**config.mk**
```make
export PLATFORM = sky130hd
export DESIGN_NAME = seg_serial_drv
export DESIGN_NICKNAME = d
export VERILOG_FILES = /design/src/rtl/seg_serial_drv.sv
export SDC_FILE = /design/constraint.sdc
export NUM_CORES = 1
export LEC_CHECK = 0
export BUFFER_PORTS_ARGS = -buffer_cell sky130_fd_sc_hd__buf_2
export CAP_MARGIN = 20
export CORE_UTILIZATION = 50
export CTS_CLUSTER_SIZE = 25
export DETAILED_ROUTE_END_ITERATION = 6
export PLACE_DENSITY = 0.81
export SYNTH_ARGS = -nofsm -noshare
export SYNTH_HDL_FRONTEND = slang
export SYNTH_SLANG_ARGS = --single-unit
```
**constraint.sdc**
```tcl
create_clock -name clk -period 3.17 [get_ports clk]
set_input_delay 0.317 -clock clk [delete_from_list [all_inputs] [get_ports clk]]
set_output_delay 0.317 -clock clk [all_outputs]
set_load 0.02 [all_outputs]
```
**src/rtl/seg_serial_drv.sv**
```systemverilog
// seg_serial_drv: builds an 8-bit-per-digit frame and shifts it MSB-first to a
// shift-register 7-segment display. It then pulses a latch.
// Latency: Done is high for the cycle after edge 16*DIGITS*CLK_DIV + CLK_DIV + 1 from the Start edge.
//   Pin outputs are registered from the FSM state, so they trail the state by one cycle.
// Backpressure: none. Start is accepted only in IDLE and is otherwise dropped, not queued.
// Ports:
//   clk, rst_n (sync, active-low)
//   Start, Text_mode, Disp_num, Point_in, LE: frame request and content
//   seg_clk, seg_sout, seg_latch, seg_clrn: board pins
//   Busy, Done: status back to the requester
module seg_serial_drv #(
  parameter int DIGITS         = 8,
  parameter int CLK_DIV        = 2,
  parameter bit SEG_ACTIVE_LOW = 1'b1
) (
  input  logic                clk,
  input  logic                rst_n,
  input  logic                Start,
  input  logic                Text_mode,
  input  logic [8*DIGITS-1:0] Disp_num,
  input  logic [DIGITS-1:0]   Point_in,
  input  logic [DIGITS-1:0]   LE,
  output logic                seg_clk,
  output logic                seg_sout,
  output logic                seg_latch,
  output logic                seg_clrn,
  output logic                Busy,
  output logic                Done
);

  localparam int NBITS = 8 * DIGITS;
  localparam int BCW   = $clog2(NBITS + 1);
  localparam int DCW   = $clog2(CLK_DIV + 1);
  localparam logic [BCW-1:0] LAST_BIT = BCW'(NBITS - 1);
  localparam logic [DCW-1:0] LAST_DIV = DCW'(CLK_DIV - 1);

  typedef enum logic [2:0] {
    IDLE,
    SHIFT_LO,
    SHIFT_HI,
    LATCH,
    DONE
  } state_t;

  state_t           state, state_nxt;
  logic [NBITS-1:0] frame_new;
  logic [NBITS-1:0] frame_q;
  logic [7:0]       txt_byte;
  logic [BCW-1:0]   bit_cnt;
  logic [DCW-1:0]   div_cnt;
  logic             load;
  logic             div_last;
  logic             bit_last;
  logic             timed_state;

  // Active-high segment pattern {g,f,e,d,c,b,a} for one hex nibble.
  function automatic logic [6:0] hex_seg(input logic [3:0] n);
    case (n)
      4'h0:    hex_seg = 7'h3F;
      4'h1:    hex_seg = 7'h06;
      4'h2:    hex_seg = 7'h5B;
      4'h3:    hex_seg = 7'h4F;
      4'h4:    hex_seg = 7'h66;
      4'h5:    hex_seg = 7'h6D;
      4'h6:    hex_seg = 7'h7D;
      4'h7:    hex_seg = 7'h07;
      4'h8:    hex_seg = 7'h7F;
      4'h9:    hex_seg = 7'h6F;
      4'hA:    hex_seg = 7'h77;
      4'hB:    hex_seg = 7'h7C;
      4'hC:    hex_seg = 7'h39;
      4'hD:    hex_seg = 7'h5E;
      4'hE:    hex_seg = 7'h79;
      default: hex_seg = 7'h71;
    endcase
  endfunction

  // Digit i lands in frame bits [8i+7:8i]. The frame is shifted MSB-first,
  // so the highest digit goes out first.
  always_comb begin
    frame_new = '0;
    txt_byte  = '0;
    for (int i = 0; i < DIGITS; i++) begin
      if (LE[i]) txt_byte = 8'h00;
      else       txt_byte = {Point_in[i], hex_seg(Disp_num[4*i +: 4])};
      if (SEG_ACTIVE_LOW) txt_byte = ~txt_byte;
      frame_new[8*i +: 8] = Text_mode ? txt_byte : Disp_num[8*i +: 8];
    end
  end

  assign div_last    = (div_cnt == LAST_DIV);
  assign bit_last    = (bit_cnt == LAST_BIT);
  assign timed_state = (state == SHIFT_LO) || (state == SHIFT_HI) || (state == LATCH);

  always_comb begin
    state_nxt = state;
    load      = 1'b0;
    case (state)
      IDLE: begin
        if (Start) begin
          state_nxt = SHIFT_LO;
          load      = 1'b1;
        end
      end
      SHIFT_LO: if (div_last) state_nxt = SHIFT_HI;
      SHIFT_HI: if (div_last) state_nxt = bit_last ? LATCH : SHIFT_LO;
      LATCH:    if (div_last) state_nxt = DONE;
      DONE:     state_nxt = IDLE;
      default:  state_nxt = IDLE;
    endcase
  end

  always_ff @(posedge clk) begin
    if (!rst_n) begin
      state     <= IDLE;
      frame_q   <= '0;
      bit_cnt   <= '0;
      div_cnt   <= '0;
      seg_clk   <= 1'b0;
      seg_sout  <= 1'b0;
      seg_latch <= 1'b0;
      seg_clrn  <= 1'b0;
      Busy      <= 1'b0;
      Done      <= 1'b0;
    end else begin
      state    <= state_nxt;
      seg_clrn <= 1'b1;

      // Every timed phase ends exactly when div_cnt hits LAST_DIV, so the
      // counter simply wraps to zero there.
      if (timed_state && !div_last) div_cnt <= div_cnt + 1'b1;
      else                          div_cnt <= '0;

      if (load) begin
        frame_q <= frame_new;
        bit_cnt <= '0;
      end else if (state == SHIFT_HI && div_last) begin
        frame_q <= frame_q << 1;
        bit_cnt <= bit_cnt + 1'b1;
      end

      // seg_sout samples frame_q before the shift at the end of SHIFT_HI.
      // Data therefore changes only when seg_clk falls.
      seg_clk   <= (state == SHIFT_HI);
      seg_sout  <= (state == SHIFT_LO || state == SHIFT_HI) ? frame_q[NBITS-1] : 1'b0;
      seg_latch <= (state == LATCH);
      Busy      <= timed_state;
      Done      <= (state == DONE);
    end
  end

endmodule

```
Word level (Yosys, flattened, before mapping)
Memory sizes are Yosys's and may differ from the RTL's. Index checks and enable logic that the tools add are counted. W data, S select, Z words.

Equality and inequality tests: 10. Muxes and demuxes: 27. Reduce and logical (&&, ||, !) cells: 11. Add/sub/neg operators: 2. Bitwise operators: 9.

Operators by type and width (number): $mux W64 (2); $mux W8 (16); $not A8 Y8 (8); $mux W3 (4); $pmux W3 S4 (1); $ne A2 B2 Y1 const B (4); $add A7 B1 Y7 const B (1); $eq A7 B6 Y1 const B (1); $eq A3 B2 Y1 const B (2); $reduce_and A2 Y1 (2); $reduce_and A4 Y1 (1); $eq A3 B1 Y1 const B (1); $eq A3 B3 Y1 const B (1); $logic_not A3 Y1 (1); $mux W1 (3); $add A2 B1 Y2 const B (1); $eq A2 B1 Y1 const B (1); $logic_and A1 B1 Y1 (2); $logic_or A1 B1 Y1 (2); $mux W2 (1); $reduce_bool A2 Y1 (1); $reduce_or A2 Y1 (1); $logic_not A1 Y1 (1); $not A1 Y1 (1).

Bits in read-only memories: 896. Register bits: 82. Logic and storage cells: 77. Bits of input ports: 84. Output and inout port bits: 6. Memories: 8.

Memory list: (no name shown) (words 16, bits a word 7, rd ports 1, clocked after memory_dff 0, write ports 0, RTL line 58) `case (n)`; (no name shown) (words 16, bits a word 7, rd ports 1, clocked after memory_dff 0, write ports 0, RTL line 58); (no name shown) (words 16, bits a word 7, rd ports 1, clocked after memory_dff 0, write ports 0, RTL line 58); (no name shown) (words 16, bits a word 7, rd ports 1, clocked after memory_dff 0, write ports 0, RTL line 58); (no name shown) (words 16, bits a word 7, rd ports 1, clocked after memory_dff 0, write ports 0, RTL line 58); (no name shown) (words 16, bits a word 7, rd ports 1, clocked after memory_dff 0, write ports 0, RTL line 58); +2 memories.

Longest topological paths before layout
Gate-level depths: netlist (run 1).

Depth after elaboration: 5. Mapped depth: 8. Mapped depth without buffers: 6.

Least setup slack after synthesis (run 1)
OpenSTA, ideal clock, no wires.

Kind: input -> register. From: input port Disp_num[13]. To: register frame_q[24]. Path buffers: 0. Setup time: 0.129 ns. Data required time: 3.041 ns. Setup slack: 1.486 ns. Stages: 6. Arrival: 1.555 ns. Cells stage by stage: inv_1 ha_1 nor2b_1 or4b_2 a32oi_1 a21oi_1.

Word-level cells in the longest chain between the ends: 5.

RTL lines: from (decl) (RTL line 20) `input logic [8*DIGITS-1:0] Disp_num,`; $mem_v2 Z16 W7; $mux W8 (RTL line 84) `if (LE[i]) txt_byte = 8'h00;`; $not A8 Y8 (RTL line 86) `if (SEG_ACTIVE_LOW) txt_byte = ~txt_byte;`; $mux W8 (RTL line 87) `frame_new[8*i +: 8] = Text_mode ? txt_byte : Disp_num[8*i +: 8];`; $mux W64 (RTL line 134) `if (load) begin`; to (signal assigned) (RTL line 135) `frame_q <= frame_new;`; to (signal assigned) (RTL line 138) `frame_q <= frame_q << 1;`; to (decl) (RTL line 47) `logic [NBITS-1:0] frame_q;`.

Every way passes these cells. A chain may end at the register's enable or synchronous reset.

Worst setup path after layout (run 1)
From: register state[1]. To: register frame_q[51].

Word-level cells in the longest chain between the ends: 3. Elaborated cells on any way between the ends: 6. Those cells by class: eq/ne: 1; mux: 2; reduce/logical: 3.

RTL lines: from (decl) (RTL line 45) `state_t state, state_nxt;`; from (signal assigned) (RTL line 126) `state <= state_nxt;`; $logic_not A3 Y1 / $eq A3 B2 Y1 (equally long branches) (RTL line 98, 137); $mux W1 / $logic_and A1 B1 Y1 (equally long branches) (RTL line 98, 137); $mux W64 / $reduce_bool A2 Y1 (equally long branches).

Several ways; a longest one is shown, not always the timed one.

==> results of run 1 <==
layout make-up:
type | count | area (µm²)
well taps | 140 | 175
flip-flops and latches | 82 | 1640
multi-input cells | 521 | 3760
clock buffers | 10 | 229
repair buffers | 99 | 520
clock inverters | 6 | 65.1
fillers | 983 | 4520
inverters | 31 | 116
worst paths after layout:
path,from,to,slack [ns],depth (start not counted)
hold reg to reg,div_cnt[0]$_SDFF_PN0_,div_cnt[0]$_SDFF_PN0_,0.44,1
setup reg to reg,state[1]$_SDFFE_PN0P_,frame_q[51]$_SDFFE_PN0P_,0.90,5
setup / recovery,state[1]$_SDFFE_PN0P_,frame_q[51]$_SDFFE_PN0P_,0.90,5
hold / removal,Disp_num[63],frame_q[63]$_SDFFE_PN0P_,0.27,3
per-stage QoR:
step,worst slack [ns],cell area (µm²),std cells
2_1_floorplan,1.49,5770,696
4_1_cts,0.931,6510,889
3_5_place_dp,0.967,6220,873
6_report,0.904,6510,889
3_3_place_gp,1.08,6220,873
5_1_grt,0.725,6510,889
cell usage in the layout, fill, tap and decap left out, types with 2 or more instances in the layout:
| master | n |
|---|---|
| xnor2_1 | 3 |
| nand2_1 | 32 |
| nand3_1 | 11 |
| ha_1 | 50 |
| mux2i_1 | 15 |
| and3_1 | 5 |
| nor2_1 | 27 |
| o21a_1 | 2 |
| o211ai_1 | 11 |
| a22oi_1 | 10 |
| o2111ai_1 | 13 |
| nor2b_1 | 30 |
| a221o_1 | 5 |
| o2bb2ai_1 | 8 |
| xor2_1 | 4 |
| o311ai_0 | 2 |
| o22ai_1 | 8 |
| or3_1 | 5 |
| mux4_2 | 3 |
| clkbuf_16 | 9 |
| buf_2 | 89 |
| nand4_1 | 4 |
| a21oi_1 | 91 |
| o21ai_0 | 50 |
| buf_4 | 10 |
| o41ai_1 | 2 |
| a21o_1 | 2 |
| nor3_1 | 17 |
| a21boi_0 | 2 |
| nand2b_1 | 15 |
| inv_1 | 31 |
| dfxtp_1 | 82 |
| clkinv_2 | 2 |
| mux2_2 | 16 |
| a31oi_1 | 6 |
| o221ai_1 | 29 |
| o32ai_1 | 16 |
| a211o_1 | 6 |
worst register-to-register path: cells and delay by family (launching register included):
family / cells / cell delay, ns
simple gates: 2 / 0.84
flops: 1 / 0.64
buf+inv: 1 / 0.44
compound gates: 2 / 0.21
state kept, by name, indices dropped and copies added (netlist names):
signal	count
bit_cnt	7
Done	1
frame_q	64
seg_clk	1
seg_latch	1
div_cnt	2
seg_clrn	1
Busy	1
state	3
seg_sout	1
metal layers:
layer,share of wire (%),wire length [µm],vias up
met5,0,0,-
met3,6.2,979,28
met2,49,7790,227
met1,42,6660,2692
met4,2.4,376,0
li1,-,-,2711
power by group:
part	internal (mW)	switching (mW)
clock	0.611	0.413
sequential	1.11	0.0504
combinational	0.238	0.356
total	1.96	0.819
cells by family (layout without fill, tap and decap cells):
| family | after synthesis | count (layout) | synth area share (%) |
|---|---|---|---|
| flip-flops | 82 | 82 | 28.5 |
| AND/OR/NAND/NOR | 158 | 158 | 14.7 |
| AO/OA/AOI/OAI | 272 | 272 | 31.3 |
| buffers and inverters | 93 | 146 | 6.79 |
| XOR/XNOR | 7 | 7 | 1.06 |
| adder cells (fa/ha/maj) | 50 | 50 | 10.8 |
| multiplexers | 34 | 34 | 6.90 |
==> results.yml, run 1 <==
clocking:
  ctsLongestPathBuffers: 2
  cts_root_buf: "clkbuf_16"
  post_cts_buffers: 0
  cts_max_level: 3
  cts_made_buffers: 9
  clk_pin_slew_ns: 0.06
  ctsHoldBuffers: 0
  ctsResizeCount: 0
  clkLatencyLatePin_ns: 0.34
  clock_sinks: 82
  tritoncts: "done"
grt:
  grt_pass1_wl_um: 25400
  grt_overflow_total: 0
  use_met3_pct: 3.68
  grt_use_met1_pct: 35.1
  grt_pass1_vias: 5136
  top_usage_layer: "met2"
  grt_max_degree: 54
  grt_use_met2_pct: 44.8
  antenna_found_initial: 0
  grt_use_total_pct: 26.7
sta:
  fin_setup_tns_ns: 0
  grt_setup_unrepaired: "no"
  fmax_mhz: 441
  fin_worst_skew_ns: 0.00801
  setup_violations: 0
  min_period_ns: 2.27
  tightest_slew_ns: 0.693
  holdWs_ns: 0.273
  period_share_pct: 71.5
  hold_viol_final: 0
  timing.slew.headroom_pct: 53.5
  slew_violations: 0
placement:
  port_buffers: 89
  gp_congestion: 0.902
  place_hpwl_um: 11100
detailed_routing:
  wire_per_inst_um: 17.8
  wl_um: 15800
  drt_pass1_iterations: 5
  ant_nets: 0
  post_drt_via_cell_ratio: 6.36
  drc: 0
  num_vias: 5658
  drt_iter0_markers: 654
synthesis:
  syn_area_um2: 5770
  synth.avg_cell_area_um2: 8.29
  synth_edf_count: 0
  synthTopCellsByCount: "91 x a21oi_1, 82 x dfxtp_1, 50 x ha_1, 50 x o21ai_0, 43 x clkbuf_1"
  yosys.area.top_type_share_pct: 28.5
  synth_cell_types: 61
  synth-async-reset-ratio_pct: 0
  yosys_warnings: 0
  synth_flop_cell: "dfxtp_1"
  yosysMostFrequentCell: "a21oi_1"
  yosysTopAreaCell: "dfxtp_1"
  synth_top_cells_by_area: "dfxtp_1 28%, ha_1 11%, a21oi_1 7.9%"
  ys_seq_area_share_pct: 28.5
  synthCells: 696
  synth_seq_cells: 82
  synth_nets: 830
worst_setup_path:
  path_cells: "nand4bb_1, buf_4, and3_1, a21oi_1, o32ai_1"
  arrival_ns: 2.46
  path_buf_inv: 1
  path_delay_family: "simple AND/OR/NAND/NOR gates"
  critPathKind: "register to register"
  endpoint_kind: "register"
  cp_slowest_cell: "nand4bb_1"
  crit_fanout: 13
  cp_slowest_stage_delay_ns: 0.66
  start_kind: "register"
  crit_required_ns: 3.36
job:
  cap_violations: 0
floorplan:
  die_area_um2: 12000
  ios: 90
  core_area_um2: 11000
  die_y_um: 109
  start_util_pct: 52.3
  fp.dieW_um: 109
  rows: 38
finish:
  synthToLayoutAreaGrowth_pct: 12.9
  antennaDiodeCount: 0
  drive_gt1_share_pct: 18.8
  final_util_pct: 59.0
  nets: 878
power:
  p_per_area_nw_per_um2: 427
  total_power_mw: 2.78
  leakage_nw: 2.69
  peakVddDrop_mv: 0.340
status:
  status: "completed"
worst_hold_path:
  hold_class: "input pin to register"
(Power assumes the default switching activity.)
==> run 2, diff against run 1 <==
==> constraint.sdc (replaced) <==
create_clock -name clk -period 2.3 [get_ports clk]
set_input_delay 0.23 -clock clk [delete_from_list [all_inputs] [get_ports clk]]
set_output_delay 0.23 -clock clk [all_outputs]
set_load 0.02 [all_outputs]
==> results.yml, run 2 (synthesis results as in run 1) <==
status:
  status: "completed"
detailed_routing:
  drc: 0
  num_vias: 5660
  wire_per_inst_um: 17.9
  ant_nets: 0
  drt_pass1_iterations: 5
  post_drt_via_cell_ratio: 6.35
  drt_iter0_markers: 498
  wl_um: 15900
clocking:
  clk_pin_slew_ns: 0.06
  cts_made_buffers: 9
  cts_max_level: 3
  post_cts_buffers: 0
  ctsLongestPathBuffers: 2
  tritoncts: "done"
  ctsResizeCount: 0
  clock_sinks: 82
  clkLatencyLatePin_ns: 0.33
  cts_root_buf: "clkbuf_16"
  ctsHoldBuffers: 0
worst_hold_path:
  whs_endpoint: "frame_q[39]$_SDFFE_PN0P_"
  worstHoldStart: "Disp_num[39]"
  hold_class: "input pin to register"
  hold-path-cell-count: 3
worst_setup_path:
  path_buf_inv: 0
  path_cells: "or4b_4, nand2_1, o32ai_1"
  reg2reg_slack_ns: 0.30
  r2r_start: "state[1]$_SDFFE_PN0P_"
  cp_slowest_stage_delay_ns: 0.72
  arrival_ns: 2.19
  crit_required_ns: 2.49
  reg2reg_to: "frame_q[19]$_SDFFE_PN0P_"
  start_kind: "register"
  path_delay_family: "simple AND/OR/NAND/NOR gates"
  endpoint_kind: "register"
  reg2reg_depth: 3
  critPathKind: "register to register"
  crit_fanout: 25
  cp_slowest_cell: "or4b_4"
placement:
  gp_congestion: 0.848
  place_hpwl_um: 11200
  port_buffers: 89
finish:
  layout_commonest_cell: "a21oi_1"
  fillCellCount: 945
  drive_gt1_share_pct: 19.1
  antennaDiodeCount: 0
  largestRegisters: "frame_q x64, bit_cnt x7, state x3"
  synthToLayoutAreaGrowth_pct: 14.8
  final_util_pct: 60.0
  final_cell_mix: "91 x a21oi_1, 89 x buf_2, 82 x dfxtp_1"
  nets: 882
  largest_reg_flops: 64
  top_register: "frame_q"
power:
  peakVddDrop_mv: 0.473
  p_per_area_nw_per_um2: 613
  leakage_nw: 2.75
floorplan:
  die_y_um: 109
  ios: 90
  die_area_um2: 12000
  core_area_um2: 11000
  start_util_pct: 52.3
  rows: 38
  fp.dieW_um: 109
sta:
  setup_violations: 0
  period_share_pct: 86.9
  fin_worst_skew_ns: 0.00951
  hold_viol_final: 0
  min_period_ns: 2.00
  timing.slew.headroom_pct: 61.2
  grt_setup_unrepaired: "no"
  tightest_slew_ns: 0.581
  slew_violations: 0
  fmax_mhz: 500
  fin_setup_tns_ns: 0
grt:
  antenna_found_initial: 0
  grt_use_total_pct: 27.0
  grt_max_degree: 50
  grt_overflow_total: 0
  grt_pass1_vias: 5289
  grt_pass1_wl_um: 25500
job:
  cap_violations: 0
-- run 2: worst max-delay path by stage --
stage / endpoint / slack, ns / depth (start not counted) / start
2_1_floorplan: frame_q[63]$_SDFFE_PN0P_ / 0.63 / 7 / div_cnt[0]$_SDFF_PN0_
3_3_place_gp: frame_q[19]$_SDFFE_PN0P_ / 0.44 / 3 / state[1]$_SDFFE_PN0P_
3_5_place_dp: frame_q[27]$_SDFFE_PN0P_ / 0.38 / 3 / state[1]$_SDFFE_PN0P_
4_1_cts: frame_q[27]$_SDFFE_PN0P_ / 0.35 / 3 / state[1]$_SDFFE_PN0P_
5_1_grt: frame_q[58]$_SDFFE_PN0P_ / 0.20 / 5 / state[1]$_SDFFE_PN0P_
6_report: frame_q[19]$_SDFFE_PN0P_ / 0.30 / 3 / state[1]$_SDFFE_PN0P_
-- run 2: final cells by class --
| type | count | area (µm²) | share of cell area [%] |
|---|---|---|---|
| clock buffer | 10 | 229 | 3.46 |
| clock inverter | 5 | 104 | 1.57 |
| inverter | 31 | 116 | 1.76 |
| multi-input combinational | 521 | 3760 | 56.9 |
| sequential | 82 | 1640 | 24.8 |
| tap | 140 | 175 | 2.65 |
| timing repair buffer | 103 | 588 | 8.88 |
-- run 2: power breakdown --
group	internal [mW]	leakage, nW	total [mW]	switching, mW
logic	0.343	1.91	0.843	0.500
clock network	1.05	0.163	1.62	0.564
registers	1.53	0.675	1.60	0.0620
-- run 2: per-layer routing --
metal,vias to the layer above,routed length (µm),GRT usage [%]
met4,0,241,6.95
met2,221,7910,47.1
met1,2696,6840,34.5
met5,-,0,0
li1,2720,-,-
met3,23,939,4.33
-- run 2: stage by stage --
stage	setup WS (ns)	power, mW	instance area [µm²]	hold WS [ns]	cells
after global routing	0.201	4.22	6620	0.188	892
final	0.301	4.06	6620	0.185	892
after global placement	0.436	2.41	6290	0.415	877
after floorplan	0.630	2.17	5770	0.258	696
after detailed placement	0.381	2.45	6290	0.430	877
after CTS	0.347	4.05	6620	0.188	892
-- run 2: worst reg2reg max path: stages (launching register included) --
cell	delay, ns
dfxtp_1	0.46
or4b_4	0.72
nand2_1	0.49
o32ai_1	0.18
==> run 3, diff against run 2 <==
--- a/config.mk
+++ b/config.mk
@@ -7,6 +7,7 @@
 export LEC_CHECK = 0
 export BUFFER_PORTS_ARGS = -buffer_cell sky130_fd_sc_hd__buf_2
 export CAP_MARGIN = 20
+export CORE_MARGIN = 4
 export CORE_UTILIZATION = 50
 export CTS_CLUSTER_SIZE = 25
 export DETAILED_ROUTE_END_ITERATION = 6
==> results.yml, run 3 (synthesis results as in run 1) <==
worst_setup_path:
  crit_path_end: "frame_q[41]$_SDFFE_PN0P_"
  crit_fanout: 32
  crit_required_ns: 2.53
  start_kind: "register"
  cp_slowest_stage_delay_ns: 0.62
  arrival_ns: 2.18
  cp_slowest_cell: "dfxtp_1"
  critPathKind: "register to register"
  endpoint_kind: "register"
  reg2reg_slack_ns: 0.35
  r2r_start: "state[1]$_SDFFE_PN0P_"
  path_cells: "mux2i_1, or3_1, buf_12, a22o_1, o21a_1"
  cp-startpoint: "state[1]$_SDFFE_PN0P_"
  reg2reg_depth: 5
  reg2reg_to: "frame_q[41]$_SDFFE_PN0P_"
floorplan:
  fp.dieW_um: 115
  core_area_um2: 11100
  die_area_um2: 13300
  rows: 38
  die_y_um: 115
  ios: 90
  start_util_pct: 52.1
detailed_routing:
  drt_iter0_markers: 516
  ant_nets: 0
  drc: 0
  num_vias: 5723
  post_drt_via_cell_ratio: 6.42
  wire_per_inst_um: 18.2
  wl_um: 16200
  drt_pass1_iterations: 5
clocking:
  cts_root_buf: "clkbuf_16"
  ctsHoldBuffers: 0
  post_cts_buffers: 0
  tritoncts: "done"
  cts_made_buffers: 9
  clk_pin_slew_ns: 0.06
  clock_sinks: 82
  ctsLongestPathBuffers: 2
  cts_max_level: 3
  clkLatencyLatePin_ns: 0.33
  ctsResizeCount: 0
status:
  status: "completed"
sta:
  slew_violations: 0
  fmax_mhz: 513
  fin_worst_skew_ns: 0.00475
  fin_setup_tns_ns: 0
  setup_violations: 0
  hold_viol_final: 0
  tightest_slew_ns: 0.617
  min_period_ns: 1.95
  period_share_pct: 84.8
  grt_setup_unrepaired: "no"
  timing.slew.headroom_pct: 58.8
  fin_ws_ns: 0.349
placement:
  gp_congestion: 0.870
  pre_cts_slack_ns: 0.391
  place_hpwl_um: 11600
  port_buffers: 89
finish:
  nets: 882
  largestRegisters: "frame_q x64, bit_cnt x7, state x3"
  top_register: "frame_q"
  layout_commonest_cell: "a21oi_1"
  final_cell_mix: "91 x a21oi_1, 89 x buf_2, 82 x dfxtp_1"
  synthToLayoutAreaGrowth_pct: 13.9
  largest_reg_flops: 64
  antennaDiodeCount: 0
  drive_gt1_share_pct: 19.3
  fillCellCount: 979
power:
  total_power_mw: 3.75
  p_per_area_nw_per_um2: 571
  peakVddDrop_mv: 0.448
  leakage_nw: 2.73
grt:
  grt_pass1_wl_um: 26000
  grt_pass1_vias: 5468
  grt_use_total_pct: 24.0
  grt_max_degree: 68
  grt_overflow_total: 0
  antenna_found_initial: 0
worst_hold_path:
  hold_class: "input pin to register"
job:
  cap_violations: 0
run 3: layout make-up:
type	instances	area [µm²]	area share, %
multi-input combinational	521	3760	57.3
sequential	82	1640	25.0
timing repair buffer	103	601	9.14
clock buffer	10	239	3.64
tap	140	175	2.67
inverter	31	116	1.77
clock inverter	5	31.3	0.476
run 3: worst min-delay path by stage:
stage | from | end | slack (ns) | depth (start not counted)
floorplan | rst_n | seg_clrn$_DFF_P_ | 0.26 | 0
global placement | div_cnt[0]$_SDFF_PN0_ | div_cnt[0]$_SDFF_PN0_ | 0.42 | 1
detailed placement | div_cnt[0]$_SDFF_PN0_ | div_cnt[0]$_SDFF_PN0_ | 0.43 | 1
CTS | Disp_num[39] | frame_q[39]$_SDFFE_PN0P_ | 0.18 | 3
global route | Disp_num[37] | frame_q[37]$_SDFFE_PN0P_ | 0.21 | 3
finish | Disp_num[39] | frame_q[39]$_SDFFE_PN0P_ | 0.19 | 3
run 3: report_power, final:
group | switching (mW) | internal [mW] | total (mW)
combinational | 0.501 | 0.346 | 0.847
clock | 0.559 | 0.750 | 1.31
sequential | 0.0610 | 1.53 | 1.60
total | 1.12 | 2.63 | 3.75
run 3: critical path, delay by kind of cell, from the launching register on:
family / cells / cell delay (ns)
muxes: 1 / 0.25
buffers and inverters: 1 / 0.19
DFF: 1 / 0.62
AOI/OAI and AO/OA: 2 / 0.37
and+or+nand+nor: 1 / 0.40
run 3: per-layer routing:
metal / track usage [%] / part of all wire [%] / vias up
met3: 3.26 / 7.1 / 43
met2: 40.2 / 48 / 233
met4: 10.3 / 3.0 / 0
met1: 30.9 / 42 / 2733
li1: - / - / 2714
met5: 0 / 0 / -
run 3: through the flow:
step / area (µm²) / hold slack (ns) / util [%] / std cells
after floorplan: 5770 / 0.258 / - / 696
after global placement: 6300 / 0.417 / 56.9 / 877
after detailed placement: 6300 / 0.426 / 56.9 / 877
after CTS: 6570 / 0.184 / 59.3 / 892
after global routing: 6570 / 0.213 / 59.3 / 892
final: 6570 / 0.188 / 59.3 / 892
